==> config.mk <==
export PLATFORM = sky130hd
export DESIGN_NAME = s27_bist_ctrl
export DESIGN_NICKNAME = d
export VERILOG_FILES = /design/src/rtl/s27_bist_pkg.sv /design/src/rtl/s27_misr.sv /design/src/rtl/s27_bist_ctrl.sv
export SDC_FILE = /design/constraint.sdc
export NUM_CORES = 1
export LEC_CHECK = 0
export CAP_MARGIN = 20
export CELL_PAD_IN_SITES_DETAIL_PLACEMENT = 1
export CELL_PAD_IN_SITES_GLOBAL_PLACEMENT = 2
export CORE_MARGIN = 1
export CORE_UTILIZATION = 36
export CTS_BUF_LIST = sky130_fd_sc_hd__clkbuf_8
export CTS_CLUSTER_SIZE = 20
export DETAILED_ROUTE_END_ITERATION = 7
export HOLD_SLACK_MARGIN = 0.03
export MAX_ROUTING_LAYER = met4
export PLACE_DENSITY = 0.89
export RECOVER_POWER = 100
export SETUP_SLACK_MARGIN = 0.4
export SYNTH_ARGS = -nofsm -noshare
export SYNTH_HDL_FRONTEND = slang
export SYNTH_SLANG_ARGS = --single-unit
export TNS_END_PERCENT = 20
==> constraint.sdc <==
create_clock -name CK -period 4.7 [get_ports CK]
set_input_delay 0.94 -clock CK [delete_from_list [all_inputs] [get_ports CK]]
set_output_delay 0.94 -clock CK [all_outputs]
set_load 0.1 [all_outputs]
==> src/rtl/s27_bist_pkg.sv <==
// Shared constants, state encoding and next-value helpers for the s27 BIST controller.
package s27_bist_pkg;

    localparam int unsigned SIG_W  = 16;
    localparam int unsigned LFSR_W = 4;
    localparam int unsigned PCNT_W = 8;
    localparam int unsigned FCNT_W = 4;

    localparam logic [SIG_W-1:0] MISR_POLY = 16'h1021;

    // Feedback taps of the 4-bit maximal-length LFSR (period 15).
    localparam int unsigned LFSR_TAP_HI = 3;
    localparam int unsigned LFSR_TAP_LO = 2;

    typedef enum logic [1:0] {
        ST_IDLE  = 2'd0,
        ST_FLUSH = 2'd1,
        ST_RUN   = 2'd2,
        ST_DONE  = 2'd3
    } bist_state_e;

    function automatic logic [LFSR_W-1:0] lfsr_step(input logic [LFSR_W-1:0] v);
        return {v[LFSR_W-2:0], v[LFSR_TAP_HI] ^ v[LFSR_TAP_LO]};
    endfunction

    function automatic logic [SIG_W-1:0] misr_next(input logic [SIG_W-1:0] s, input logic d);
        logic fb;
        fb = s[SIG_W-1] ^ d;
        return {s[SIG_W-2:0], 1'b0} ^ (fb ? MISR_POLY : '0);
    endfunction

endpackage

==> src/rtl/s27_misr.sv <==
// Single-input 16-bit signature register compacting the circuit-under-test response.
module s27_misr
    import s27_bist_pkg::*;
(
    input  logic             CK,
    input  logic             RN,
    input  logic             clr,
    input  logic             en,
    input  logic             din,
    output logic [SIG_W-1:0] sig
);

    always_ff @(posedge CK) begin
        if (!RN || clr) begin
            sig <= '0;
        end else if (en) begin
            sig <= misr_next(sig, din);
        end
    end

endmodule

==> src/rtl/s27_bist_ctrl.sv <==
// BIST session controller: flush, LFSR-driven stimulus to the s27 core, MISR compaction, pass/fail.
module s27_bist_ctrl
    import s27_bist_pkg::*;
#(
    parameter int unsigned       N_PATTERNS    = 255,
    parameter int unsigned       FLUSH_CYCLES  = 3,
    parameter logic [3:0]        FLUSH_PATTERN = 4'b0000,
    parameter logic [3:0]        LFSR_SEED     = 4'b0001,
    parameter logic [SIG_W-1:0]  SIG_GOLDEN    = 16'h0000
) (
    input  logic             CK,
    input  logic             RN,
    input  logic             start,
    output logic             busy,
    output logic             done,
    output logic             pass,
    output logic [SIG_W-1:0] sig,
    output logic             dut_g0,
    output logic             dut_g1,
    output logic             dut_g2,
    output logic             dut_g3,
    input  logic             dut_g17
);

    localparam logic [FCNT_W-1:0] FLUSH_LAST = FCNT_W'(FLUSH_CYCLES - 1);
    localparam logic [PCNT_W-1:0] RUN_LAST   = PCNT_W'(N_PATTERNS - 1);

    bist_state_e         state;
    bist_state_e         state_nxt;
    logic [LFSR_W-1:0]   lfsr;
    logic [LFSR_W-1:0]   lfsr_nxt;
    logic [FCNT_W-1:0]   fcnt;
    logic [PCNT_W-1:0]   pcnt;
    logic [3:0]          stim;
    logic                accept;
    logic                run_en;
    logic                run_last;

    always_ff @(posedge CK) begin
        if (!RN) begin
            state <= ST_IDLE;
        end else begin
            state <= state_nxt;
        end
    end

    always_comb begin
        state_nxt = state;
        accept    = 1'b0;
        run_en    = 1'b0;
        run_last  = 1'b0;
        case (state)
            ST_IDLE, ST_DONE: begin
                if (start) begin
                    accept    = 1'b1;
                    state_nxt = ST_FLUSH;
                end
            end
            ST_FLUSH: begin
                if (fcnt == FLUSH_LAST) begin
                    state_nxt = ST_RUN;
                end
            end
            ST_RUN: begin
                run_en = 1'b1;
                if (pcnt == RUN_LAST) begin
                    run_last  = 1'b1;
                    state_nxt = ST_DONE;
                end
            end
            default: state_nxt = ST_IDLE;
        endcase
    end

    assign lfsr_nxt = run_en ? lfsr_step(lfsr) : lfsr;

    // Stimulus is registered from the value the LFSR will hold next, so the
    // applied pattern and the MISR sample always refer to the same LFSR state.
    always_ff @(posedge CK) begin
        if (!RN) begin
            lfsr <= LFSR_SEED;
            fcnt <= '0;
            pcnt <= '0;
            pass <= 1'b0;
            stim <= FLUSH_PATTERN;
        end else begin
            if (accept) begin
                lfsr <= LFSR_SEED;
                fcnt <= '0;
                pcnt <= '0;
                pass <= 1'b0;
            end else begin
                lfsr <= lfsr_nxt;
                if (state == ST_FLUSH) begin
                    fcnt <= fcnt + 1'b1;
                end
                if (run_en) begin
                    pcnt <= pcnt + 1'b1;
                end
                if (run_last) begin
                    pass <= (misr_next(sig, dut_g17) == SIG_GOLDEN);
                end
            end
            stim <= (state_nxt == ST_RUN) ? lfsr_nxt : FLUSH_PATTERN;
        end
    end

    s27_misr u_misr (
        .CK  (CK),
        .RN  (RN),
        .clr (accept),
        .en  (run_en),
        .din (dut_g17),
        .sig (sig)
    );

    assign busy   = (state == ST_FLUSH) || (state == ST_RUN);
    assign done   = (state == ST_DONE);
    assign dut_g0 = stim[0];
    assign dut_g1 = stim[1];
    assign dut_g2 = stim[2];
    assign dut_g3 = stim[3];

endmodule

==> reports/results.ini, run 1 <==
[drt]
route.met2.wl_um = 1890
wl_per_cell_um = 15.1
num_vias = 1252
route.detailed.drc = 0
wl_met3_um = 140
routed_via_density = 5.15
routed.top_layer = met4
met1Wirelength_um = 1590
totalWireLength_um = 3680
antenna_left = 0
drt-pass1-iter-count = 4
dr.first_iter.drc_count = 42

[timing]
finalMaxSlewViolations = 31
fin_crit_sh_pct = 71.0
slew_headroom_pct = -19.5
setup_viol = 0
tightestPinTransition_ns = 1.79
finalHoldViolCount = 0
fin_skew_ns = 0.00404
clock.fmax_mhz = 300
setup_slack_ns = 1.36
rsz0062_at_grt = false
finalCriticalPeriod_ns = 3.34
fin_tns_setup_ns = 0

[clock_network]
cts_tree = done
insertion_delay_ns = 0.29
cts_resized = 0
hold_buffers = 0
clockBufferDepth = 2
clock-root-buffer = clkbuf_8
h-tree-depth = 2
cts.sinks = 39
post_cts_buffers = 0
cts_buffers = 5
clk_pin_slew_ns = 0.07

[placement]
dp_hpwl_um = 2510
place_ws_ns = 1.73
portBuffers = 26
place.gp.congestion = 0.739

[setup_path]
arrival_ns = 2.40
critPathKind = reg -> out
worstPathMaxFanout = 6
cp_cell_sequence = inv_1 > ha_1 > inv_1 > dlygate4sd3_1
slowest_delay_ns = 1.19
crit_buf_inv = 3
crit_family = buffers and inverters
cp_common_cell = inv_1
worst_setup_path_start_kind = flop
cp-end-kind = output port
cp_slowest_cell = dlygate4sd3_1
required_ns = 3.76

[synth]
synth_nets = 178
synth_area_mm2 = 0.00160
avgSynthCellArea_um2 = 9.65
ys_ff_latch = 39
synthMuxAreaShare_pct = 11.3
yosys.area_share.xor_xnor_pct = 6.56
ys_seq_area_share_pct = 48.7
synth_compound_area_share_pct = 5.78
synthCells = 166
yosysUniqueCellTypes = 25
synthSimpleGateAreaFrac_pct = 18.1
synthAdderAreaFrac_pct = 6.25
synth_top_family_by_area = simple AND/OR/NAND/NOR gates
yosysWarnings = 0

[floorplan]
initial_core_util_pct = 38.6
rows = 23
die_area_mm2 = 0.00472
die_x_um = 68.7
num_io_pins = 27
die_h_um = 68.7
core-area_mm2 = 0.00414

[power_and_ir_drop]
power_density_mw_per_mm2 = 307
p_leak_uw = 0.000770
irDropWorstVdd_mv = 0.152

[grt]
grt_max_degree = 32
antenna_found_initial = 0
grtUsageTotal_pct = 18.3
grt_first_pass_wirelength_um = 5950
grt_pass1_vias = 1286
grt_overflow = 0

[worst_hold_path]
hold_class = reg -> reg

[outcome]
violations = max-capacitance violations, max-slew violations
status = complete, but fails checks

[cells_and_area]
nFillCells = 480
nNetsFinal = 205
drive_above_1_share_pct = 4.66
syn_to_final_growth_pct = 23.6
register_area_um2 = 781
n_antenna_cell = 0
multi_input_area_um2 = 762

[flow_run]
maxCapViolCount = 1

## final cells by class
type                       count  share of cell area [%]
sequential                    39                    39.4
multi-input combinational    114                    38.5
timing repair buffer          27                    13.3
clock buffer                   6                    4.17
tap                           50                    3.16
inverter                       6                    1.14
clock inverter                 1                   0.253
## cell usage after synthesis
master | count | share of area [%]
a21oi_1 | 3 | 0.94
nand2_1 | 9 | 2.1
nand4_1 | 5 | 2.0
clkbuf_1 | 4 | 0.94
mux2i_1 | 18 | 11
nand3_1 | 1 | 0.31
dfxtp_1 | 39 | 49
nor3_1 | 5 | 1.6
o21ai_0 | 4 | 1.3
or3b_1 | 1 | 0.55
or3_1 | 2 | 0.78
a31oi_2 | 1 | 0.78
ha_1 | 8 | 6.3
xnor2_1 | 6 | 3.3
o211ai_1 | 2 | 0.94
nor4_1 | 3 | 1.2
or3_2 | 1 | 0.47
nand4_2 | 1 | 0.78
xor2_1 | 6 | 3.3
inv_1 | 6 | 1.4
and2_1 | 2 | 0.78
and3_1 | 1 | 0.39
nor2_1 | 31 | 7.3
a211oi_1 | 4 | 1.9
buf_2 | 3 | 0.94
## sequential cells by signal (all words and copies together), names as in the netlist
register,flops
fcnt,4
lfsr,4
state,2
pass,1
u_misr.sig,16
pcnt,8
stim,4
## metal layers
layer	global-route usage, %	vias up
met5	-	-
met1	18.8	614
li1	-	611
met4	7.65	0
met2	31.7	22
met3	6.09	5
## worst paths after layout
kind                  from  endpoint  slack, ns  cells past startpoint
setup / recovery  state[0]      busy       1.36                      4
hold / removal     pcnt[7]   pcnt[7]       0.49                      2
setup reg to reg  state[0]  state[0]       1.37                      7
hold reg to reg    pcnt[7]   pcnt[7]       0.49                      2
## power breakdown
group	leakage [uW]	switching [uW]	internal [uW]
sequential	0.000314	2.98	333
clock	0.0000470	110	115
combinational	0.000408	32.7	13.0
total	0.000770	146	461
## worst register-to-register path: cells and delay by family, from the launching register on
kind / cells / cell delay [ns]
fa+ha+maj: 1 / 0.16
compound gates: 1 / 0.39
simple gates: 3 / 0.98
flops: 1 / 0.33
buf+inv: 2 / 1.41
## cells in the final DEF (no fill, tap or decap)
master | synthesis | layout
xnor2_1 | 6 | 6
dfxtp_1 | 39 | 39
or3_1 | 2 | 2
nor2_1 | 31 | 31
nor3_1 | 5 | 5
or3b_1 | 1 | 1
and2_0 | 0 | 2
a211oi_1 | 4 | 4
and3_1 | 1 | 1
a21oi_1 | 3 | 3
clkbuf_8 | 0 | 6
nand2_1 | 9 | 9
dlygate4sd3_1 | 0 | 24
o21ai_0 | 4 | 4
clkdlybuf4s50_1 | 0 | 2
a31oi_1 | 0 | 1
o211ai_1 | 2 | 2
clkbuf_1 | 4 | 1
mux2i_1 | 18 | 18
nor4_1 | 3 | 3
ha_1 | 8 | 8
xor2_1 | 6 | 6
inv_1 | 6 | 6
clkinv_2 | 0 | 1
or3_2 | 1 | 1
nand4_2 | 1 | 1
nand3_1 | 1 | 1
nand4_1 | 5 | 5
## stage by stage
step | cells | util (%) | total power, uW | area (um2) | hold WS (ns)
after floorplan | 166 | - | 378 | 1600 | 0.459
after global placement | 236 | 45.9 | 387 | 1900 | 0.468
after detailed placement | 236 | 45.9 | 391 | 1900 | 0.488
after CTS | 243 | 48.0 | 618 | 1990 | 0.498
after global routing | 243 | 47.8 | 636 | 1980 | 0.525
final | 243 | 47.8 | 607 | 1980 | 0.495
## cell families after synthesis
| family | count (synthesis) |
|---|---|
| DFF | 39 |
| muxes | 18 |
| buffers and inverters | 13 |
| xor gates and xnor gates | 12 |
| AOI/OAI and AO/OA | 14 |
| adders and majority gates | 8 |
| and+or+nand+nor | 62 |
(Power assumes the default switching activity.)
==> run 2: changes to the inputs <==
--- a/config.mk
+++ b/config.mk
@@ -9,13 +9,13 @@
 export CELL_PAD_IN_SITES_DETAIL_PLACEMENT = 1
 export CELL_PAD_IN_SITES_GLOBAL_PLACEMENT = 2
 export CORE_MARGIN = 1
-export CORE_UTILIZATION = 36
+export CORE_UTILIZATION = 30
 export CTS_BUF_LIST = sky130_fd_sc_hd__clkbuf_8
 export CTS_CLUSTER_SIZE = 20
 export DETAILED_ROUTE_END_ITERATION = 7
 export HOLD_SLACK_MARGIN = 0.03
 export MAX_ROUTING_LAYER = met4
-export PLACE_DENSITY = 0.89
+export PLACE_DENSITY = 0.79
 export RECOVER_POWER = 100
 export SETUP_SLACK_MARGIN = 0.4
 export SYNTH_ARGS = -nofsm -noshare
==> constraint.sdc (replaced) <==
create_clock -name CK -period 2.8 [get_ports CK]
set_input_delay 0.56 -clock CK [delete_from_list [all_inputs] [get_ports CK]]
set_output_delay 0.56 -clock CK [all_outputs]
set_load 0.1 [all_outputs]
==> reports/results.ini, run 2 (synthesized netlist as in run 1, its figures left out) <==
[outcome]
status = finished clean

[cells_and_area]
fin_util_pct = 36.3
final_common_cell = dfxtp_1
largest_register = u_misr.sig
largestRegisters = u_misr.sig (16), pcnt (8)
largest_register_ffs = 16
syn_to_final_growth_pct = 16.6
drive_above_1_share_pct = 6.19
nNetsFinal = 206
final_cell_mix = dfxtp_1 (39), nor2_1 (31), clkbuf_1 (22), mux2i_1 (18), nand2_1 (9)
n_antenna_cell = 0
nFillCells = 640
final_area_mm2 = 0.00187

[clock_network]
clockBufferDepth = 2
post_cts_buffers = 0
clock-root-buffer = clkbuf_8
cts_buffers = 5
cts_resized = 0
cts_tree = done
cts.sinks = 39
h-tree-depth = 2
insertion_delay_ns = 0.28
hold_buffers = 0
clk_pin_slew_ns = 0.07

[drt]
dr.first_iter.drc_count = 30
drt-pass1-iter-count = 3
routed_via_density = 4.65
num_vias = 1227
totalWireLength_um = 3480
wl_per_cell_um = 13.2
route.detailed.drc = 0
antenna_left = 0

[power_and_ir_drop]
p_leak_uw = 0.000648
irDropWorstVdd_mv = 0.239
power_density_mw_per_mm2 = 542

[timing]
finalCriticalPeriod_ns = 2.25
clock.fmax_mhz = 445
rsz0062_at_grt = false
fin_skew_ns = 0.00625
fin_tns_setup_ns = 0
tightestPinTransition_ns = 1.19
fin_crit_sh_pct = 80.3
finalHoldViolCount = 0
finalMaxSlewViolations = 0
slew_headroom_pct = 20.8
setup_viol = 0

[setup_path]
arrival_ns = 1.69
worstPathMaxFanout = 4
slowest_delay_ns = 0.86
critPathKind = reg -> out
cp_slowest_cell = clkbuf_1
crit_buf_inv = 1
worst_setup_path_start_kind = flop
cp-end-kind = output port
crit_family = buffers and inverters
cp_cell_sequence = ha_1 > clkbuf_1
required_ns = 2.24

[grt]
grt_overflow = 0
grtUsageTotal_pct = 15.0
grt_max_degree = 32
grt_first_pass_wirelength_um = 5980
grt_pass1_vias = 1282
antenna_found_initial = 0

[floorplan]
die_h_um = 75.1
die_area_mm2 = 0.00563
core-area_mm2 = 0.00514
rows = 26
num_io_pins = 27
die_x_um = 75.1
initial_core_util_pct = 31.2

[placement]
place.gp.congestion = 0.739
place_area_mm2 = 0.00188
portBuffers = 26
dp_hpwl_um = 2560

[flow_run]
maxCapViolCount = 0

[worst_hold_path]
hold_class = reg -> reg

==> run 2: path summary, 6_finish.rpt <==
path | end | startpoint | slack [ns] | cells past startpoint
max | done | state[1] | 0.55 | 2
min | pcnt[7] | pcnt[7] | 0.50 | 2
max reg2reg | pcnt[6] | state[0] | 0.63 | 7
min reg2reg | pcnt[7] | pcnt[7] | 0.50 | 2
==> run 2: through the flow <==
step	cells	hold slack, ns	setup slack (ns)	power, uW
after CTS	264	0.500	0.719	1030
after detailed placement	257	0.490	0.799	657
final	264	0.499	0.551	1010
after global placement	257	0.479	0.946	653
after global routing	264	0.536	0.406	1070
after floorplan	166	0.459	0.874	634
==> run 2: cell type report <==
class,instances,area [um2],area share [%]
Clock buffer,6,82.6,4.42
Inverter,6,22.5,1.21
Multi-Input combinational cell,114,762,40.8
Sequential cell,39,781,41.8
Tap cell,70,87.6,4.69
Clock inverter,1,5.00,0.268
Timing Repair Buffer,28,128,6.83
==> run 2: routing by layer <==
metal / up-vias / global-route usage [%] / part of all wire [%]
met1: 585 / 15.9 / 44
met2: 23 / 26.2 / 50
li1: 617 / - / -
met5: - / - / 0
met4: 0 / 5.66 / 1.1
met3: 2 / 4.42 / 4.8
==> run 2: worst reg2reg max path, delay by kind of cell, from the launching register on <==
family	cells	cell delay, ns
fa+ha+maj	1	0.38
simple gates	3	0.46
flops	1	0.34
xor+xnor	1	0.16
buf+inv	2	0.70
==> run 2: where the power goes <==
group | total [uW] | internal, uW | switching, uW
clock network | 375 | 193 | 182
logic | 73.9 | 21.0 | 52.9
registers | 564 | 559 | 4.78
==> run 3: changes to the inputs <==
==> constraint.sdc (replaced) <==
create_clock -name CK -period 1.9 [get_ports CK]
set_input_delay 0.38 -clock CK [delete_from_list [all_inputs] [get_ports CK]]
set_output_delay 0.38 -clock CK [all_outputs]
set_load 0.1 [all_outputs]
==> reports/results.ini, run 3 (synthesized netlist as in run 1, its figures left out) <==
[timing]
clock.fmax_mhz = 582
finalMaxSlewViolations = 0
setup_viol = 0
tightestPinTransition_ns = 0.574
fin_skew_ns = 0.00323
slew_headroom_pct = 61.4
fin_tns_setup_ns = 0
fin_crit_sh_pct = 90.4
holdWs_ns = 0.497
finalCriticalPeriod_ns = 1.72
rsz0062_at_grt = true
finalHoldViolCount = 0

[floorplan]
core-area_mm2 = 0.00514
num_io_pins = 27
rows = 26
die_area_mm2 = 0.00563
initial_core_util_pct = 31.2
die_h_um = 75.1
die_x_um = 75.1

[setup_path]
critPathKind = reg -> reg
arrival_ns = 1.92
worstPathMaxFanout = 5
required_ns = 2.11
cp-end-kind = flop
worst_setup_path_start_kind = flop

[cells_and_area]
syn_to_final_growth_pct = 28.0
final_cell_mix = dfxtp_1 (33), nor2_1 (31), clkbuf_2 (21), mux2i_1 (18), nand2_1 (9)
multi_input_area_um2 = 816
largest_register_ffs = 16
largest_register = u_misr.sig
drive_above_1_share_pct = 28.0
nFillCells = 616
register_area_um2 = 793
largestRegisters = u_misr.sig (16), pcnt (8)
final_common_cell = dfxtp_1
n_antenna_cell = 0
nNetsFinal = 212
finalNonFillerCells = 270

[power_and_ir_drop]
irDropWorstVdd_mv = 0.323
p_int_uw = 1170
p_sw_share_pct = 24.6
p_leak_uw = 0.000773
seqPwrFrac_pct = 53.8
share_comb_of_total_power_pct = 10.3
power_switching_uw = 381
clockPowerShare_pct = 36.0
power_density_mw_per_mm2 = 757

[grt]
grt_first_pass_wirelength_um = 6220
grt_max_degree = 32
grt_pass1_vias = 1298
grtUsageTotal_pct = 15.5
grt_overflow = 0
antenna_found_initial = 0

[clock_network]
cts_buffers = 5
clock-root-buffer = clkbuf_8
insertion_delay_ns = 0.29
h-tree-depth = 2
clockBufferDepth = 2
cts.sinks = 39
clk_pin_slew_ns = 0.07
cts_tree = done

[drt]
totalWireLength_um = 3860
dr.first_iter.drc_count = 27
route.detailed.drc = 0
antenna_left = 0
num_vias = 1285
routed_via_density = 4.76
wl_per_cell_um = 14.3
drt-pass1-iter-count = 4

[placement]
dp_hpwl_um = 2570
dp_cells = 258
portBuffers = 26
place.gp.congestion = 0.730

[flow_run]
maxCapViolCount = 0

[outcome]
status = finished clean

[worst_hold_path]
hold_class = reg -> reg

==> run 3: changes by cell type in the layout (fill, tap and decap cells not counted), sizes merged <==
cell / before / now
buf: 0 / 9
clkbuf: 31 / 28
clkdlybuf4s50: 3 / 2
dlygate4sd3: 0 / 1
==> run 3: what timing repair did <==
item	4_1_cts	5_1_grt
hold buffers	0	0
gates cloned	0	0
hold endpoints to repair	0	0
setup endpoints to repair	39	11
pin swaps	6	4
resized for setup	21	6
setup buffers	4	1
==> run 3: metrics by stage <==
| stage | area (um2) | setup slack (ns) | utilization (%) | total power (uW) |
|---|---|---|---|---|
| 3_5_place_dp | 2110 | 0.0816 | 41.1 | 984 |
| 4_1_cts | 2300 | 0.307 | 44.8 | 1580 |
| 2_1_floorplan | 1600 | 0.154 | - | 935 |
| 3_3_place_gp | 2110 | 0.162 | 41.1 | 976 |
| 6_report | 2050 | 0.182 | 39.9 | 1550 |
| 5_1_grt | 2050 | 0.133 | 39.9 | 1620 |
==> run 3: critical path: stages (launching register included) <==
cell      delay [ns]
dfxtp_4         0.38
inv_6           0.04
ha_4            0.23
nand2_1         0.15
and2_0          0.29
o211ai_1        0.17
buf_4           0.19
nor3_1          0.19
==> run 3: final cells by class <==
cell class,count,share of cell area [%]
multi-input combinational,114,39.8
sequential,39,38.7
clock buffer,6,4.03
tap,70,4.27
timing repair buffer,34,11.7
clock inverter,1,0.244
inverter,6,1.34
==> run 3: path summary, 6_finish.rpt <==
check	cells past startpoint	end	from	slack, ns
setup / recovery	7	stim[2]	state[0]	0.18
setup reg to reg	7	stim[2]	state[0]	0.18
hold / removal	2	pcnt[7]	pcnt[7]	0.50
hold reg to reg	2	pcnt[7]	pcnt[7]	0.50
==> run 3: power by group through the flow <==
stage               Sequential, uW  Combinational, uW  Clock (uW)
finish                         835                159         559
global route                   835                170         618
CTS                            835                161         583
detailed placement             850                133           0
global placement               849                127           0
floorplan                      850               85.1           0
==> run 3: metal layers <==
layer	up-vias	share of wire (%)	wire length [um]	global-route usage (%)
li1	625	-	-	-
met1	630	44	1690	17.8
met2	26	51	1980	25.3
met3	4	3.9	149	4.82
met4	0	0.86	33	5.66
met5	-	0	0	-
==> RTL change (config.mk and constraints of run 1) <==
`PCNT_W`: 8 -> 10.
--- a/src/rtl/s27_bist_pkg.sv
+++ b/src/rtl/s27_bist_pkg.sv
@@ -5,3 +5,3 @@
     localparam int unsigned LFSR_W = 4;
-    localparam int unsigned PCNT_W = 8;
+    localparam int unsigned PCNT_W = 10;
     localparam int unsigned FCNT_W = 4;
Function: no difference found for any inputs over 10 cycles, from zero or initial values; that may be too few to reach the edited logic, so the function may still have changed.
==> RTL change against run 1 <==
The flow still finishes with violations (max-capacitance violations, max-slew violations); sequential cell count up 2; worst setup slack got worse by 0.019 ns; routed wire length is 2.8% lower; count of clock-buffer cells in the layout shrank 1; synthesized area up 6.8%; register-to-register slack gained 0.10 ns; die area grew 6.6%; maximum frequency fell by 0.57%; critical path depth unchanged; final area increased by 8.2%; total power grew 15%.
==> RTL change: results <==
[status]
status = finished, violations left
violations = max-capacitance violations, max-slew violations

[detailed_routing]
vias_per_cell = 5.11
wire_per_inst_um = 14.1
dr.pass1.iters = 2
drt_iter0_drc = 18

[setup_path]
crit-reg2reg-launch = state[1]
crit_fanout = 5
ff2ff_path_depth = 6
crit_arrival_ns = 2.42
crit_slowest_cell = dlygate4sd3_1
r2r_slack_ns = 1.47
timing.rr.end = stim[2]

[global_routing]
grt_max_degree = 35
track_usage = 0.171
grt_pass1_wl_mm = 6.46
grt_pass1_vias = 1389

[timing]
skew_ns = 0.00770
holdWs_ns = 0.505
slew_violations = 33
max_slew.worst_pin.slew_ns = 1.87

[layout]
largest_registers = u_misr.sig (16), pcnt (10)
finalNetCount = 212
drive_gt1_frac = 0.0594

[run]
maxCapViolations = 1

[power]
vdd_drop_max_v = 0.000157
p_leak_uw = 0.000814

[clock_network]
cts_buffer_depth = 2

[yosys]
synth_fp_nets = 184
synth_cell_types = 32
synthTopCellsByArea = dfxtp_1, mux2i_1, nor2_1, ha_1, xnor2_1
synth_edf_count = 0
ys_seq_area_frac = 0.480
synth_commonest_cells = dfxtp_1, nor2_1, mux2i_1

[hold_path]
min-delay-start = pass
hold_end = pass

[placement]
gp_congestion = 0.734
hpwl_mm = 2.50
[RTL change: cells by family after synthesis]
logic type | share of synthesized area
xor+xnor | 0.0878
simple gates | 0.191
flops | 0.480
fa+ha+maj | 0.0512
compound gates | 0.0541
buf+inv | 0.0307
mux | 0.105
[RTL change: where the power goes]
group	switching, uW	internal, uW	leakage (uW)
clock network	127	157	0.0000595
registers	4.26	350	0.000331
logic	37.3	20.0	0.000424
total	168	528	0.000814
[RTL change: area by class of cell]
class                   instances  area [um^2]
clock inverters                 3         42.5
fillers                       516         2330
repair buffers                 28          292
flip-flops and latches         41          821
multi-input cells             119          831
well taps                      52         65.1
clock buffers                   5         68.8
inverters                       6         22.5
[RTL change: how the worst max path moves through the flow]
stage	start	endpoint	slack (ns)	cells after the start
3_5_place_dp	state[0]	busy	1.73	4
3_3_place_gp	state[0]	busy	1.76	4
5_1_grt	state[1]	stim[2]	1.10	6
4_1_cts	state[0]	busy	1.38	4
6_report	state[0]	busy	1.34	4
2_1_floorplan	state[0]	done	2.58	1
[RTL change: per-stage QoR]
step	utilization	power (uW)	setup slack [ns]	instances	area (um^2)
3_5_place_dp	0.450	418	1.73	245	2010
5_1_grt	0.479	723	1.10	254	2140
6_report	0.479	696	1.34	254	2140
3_3_place_gp	0.450	415	1.76	245	2010
2_1_floorplan	-	404	2.58	173	1710
4_1_cts	0.475	703	1.38	253	2120
[RTL change: layer usage]
layer / track usage / vias to the layer above / share of wire
met5: - / - / 0
met3: 0.0342 / 7 / 0.030
met1: 0.199 / 618 / 0.47
met2: 0.276 / 22 / 0.47
met4: 0.0933 / 0 / 0.023
li1: - / 651 / -
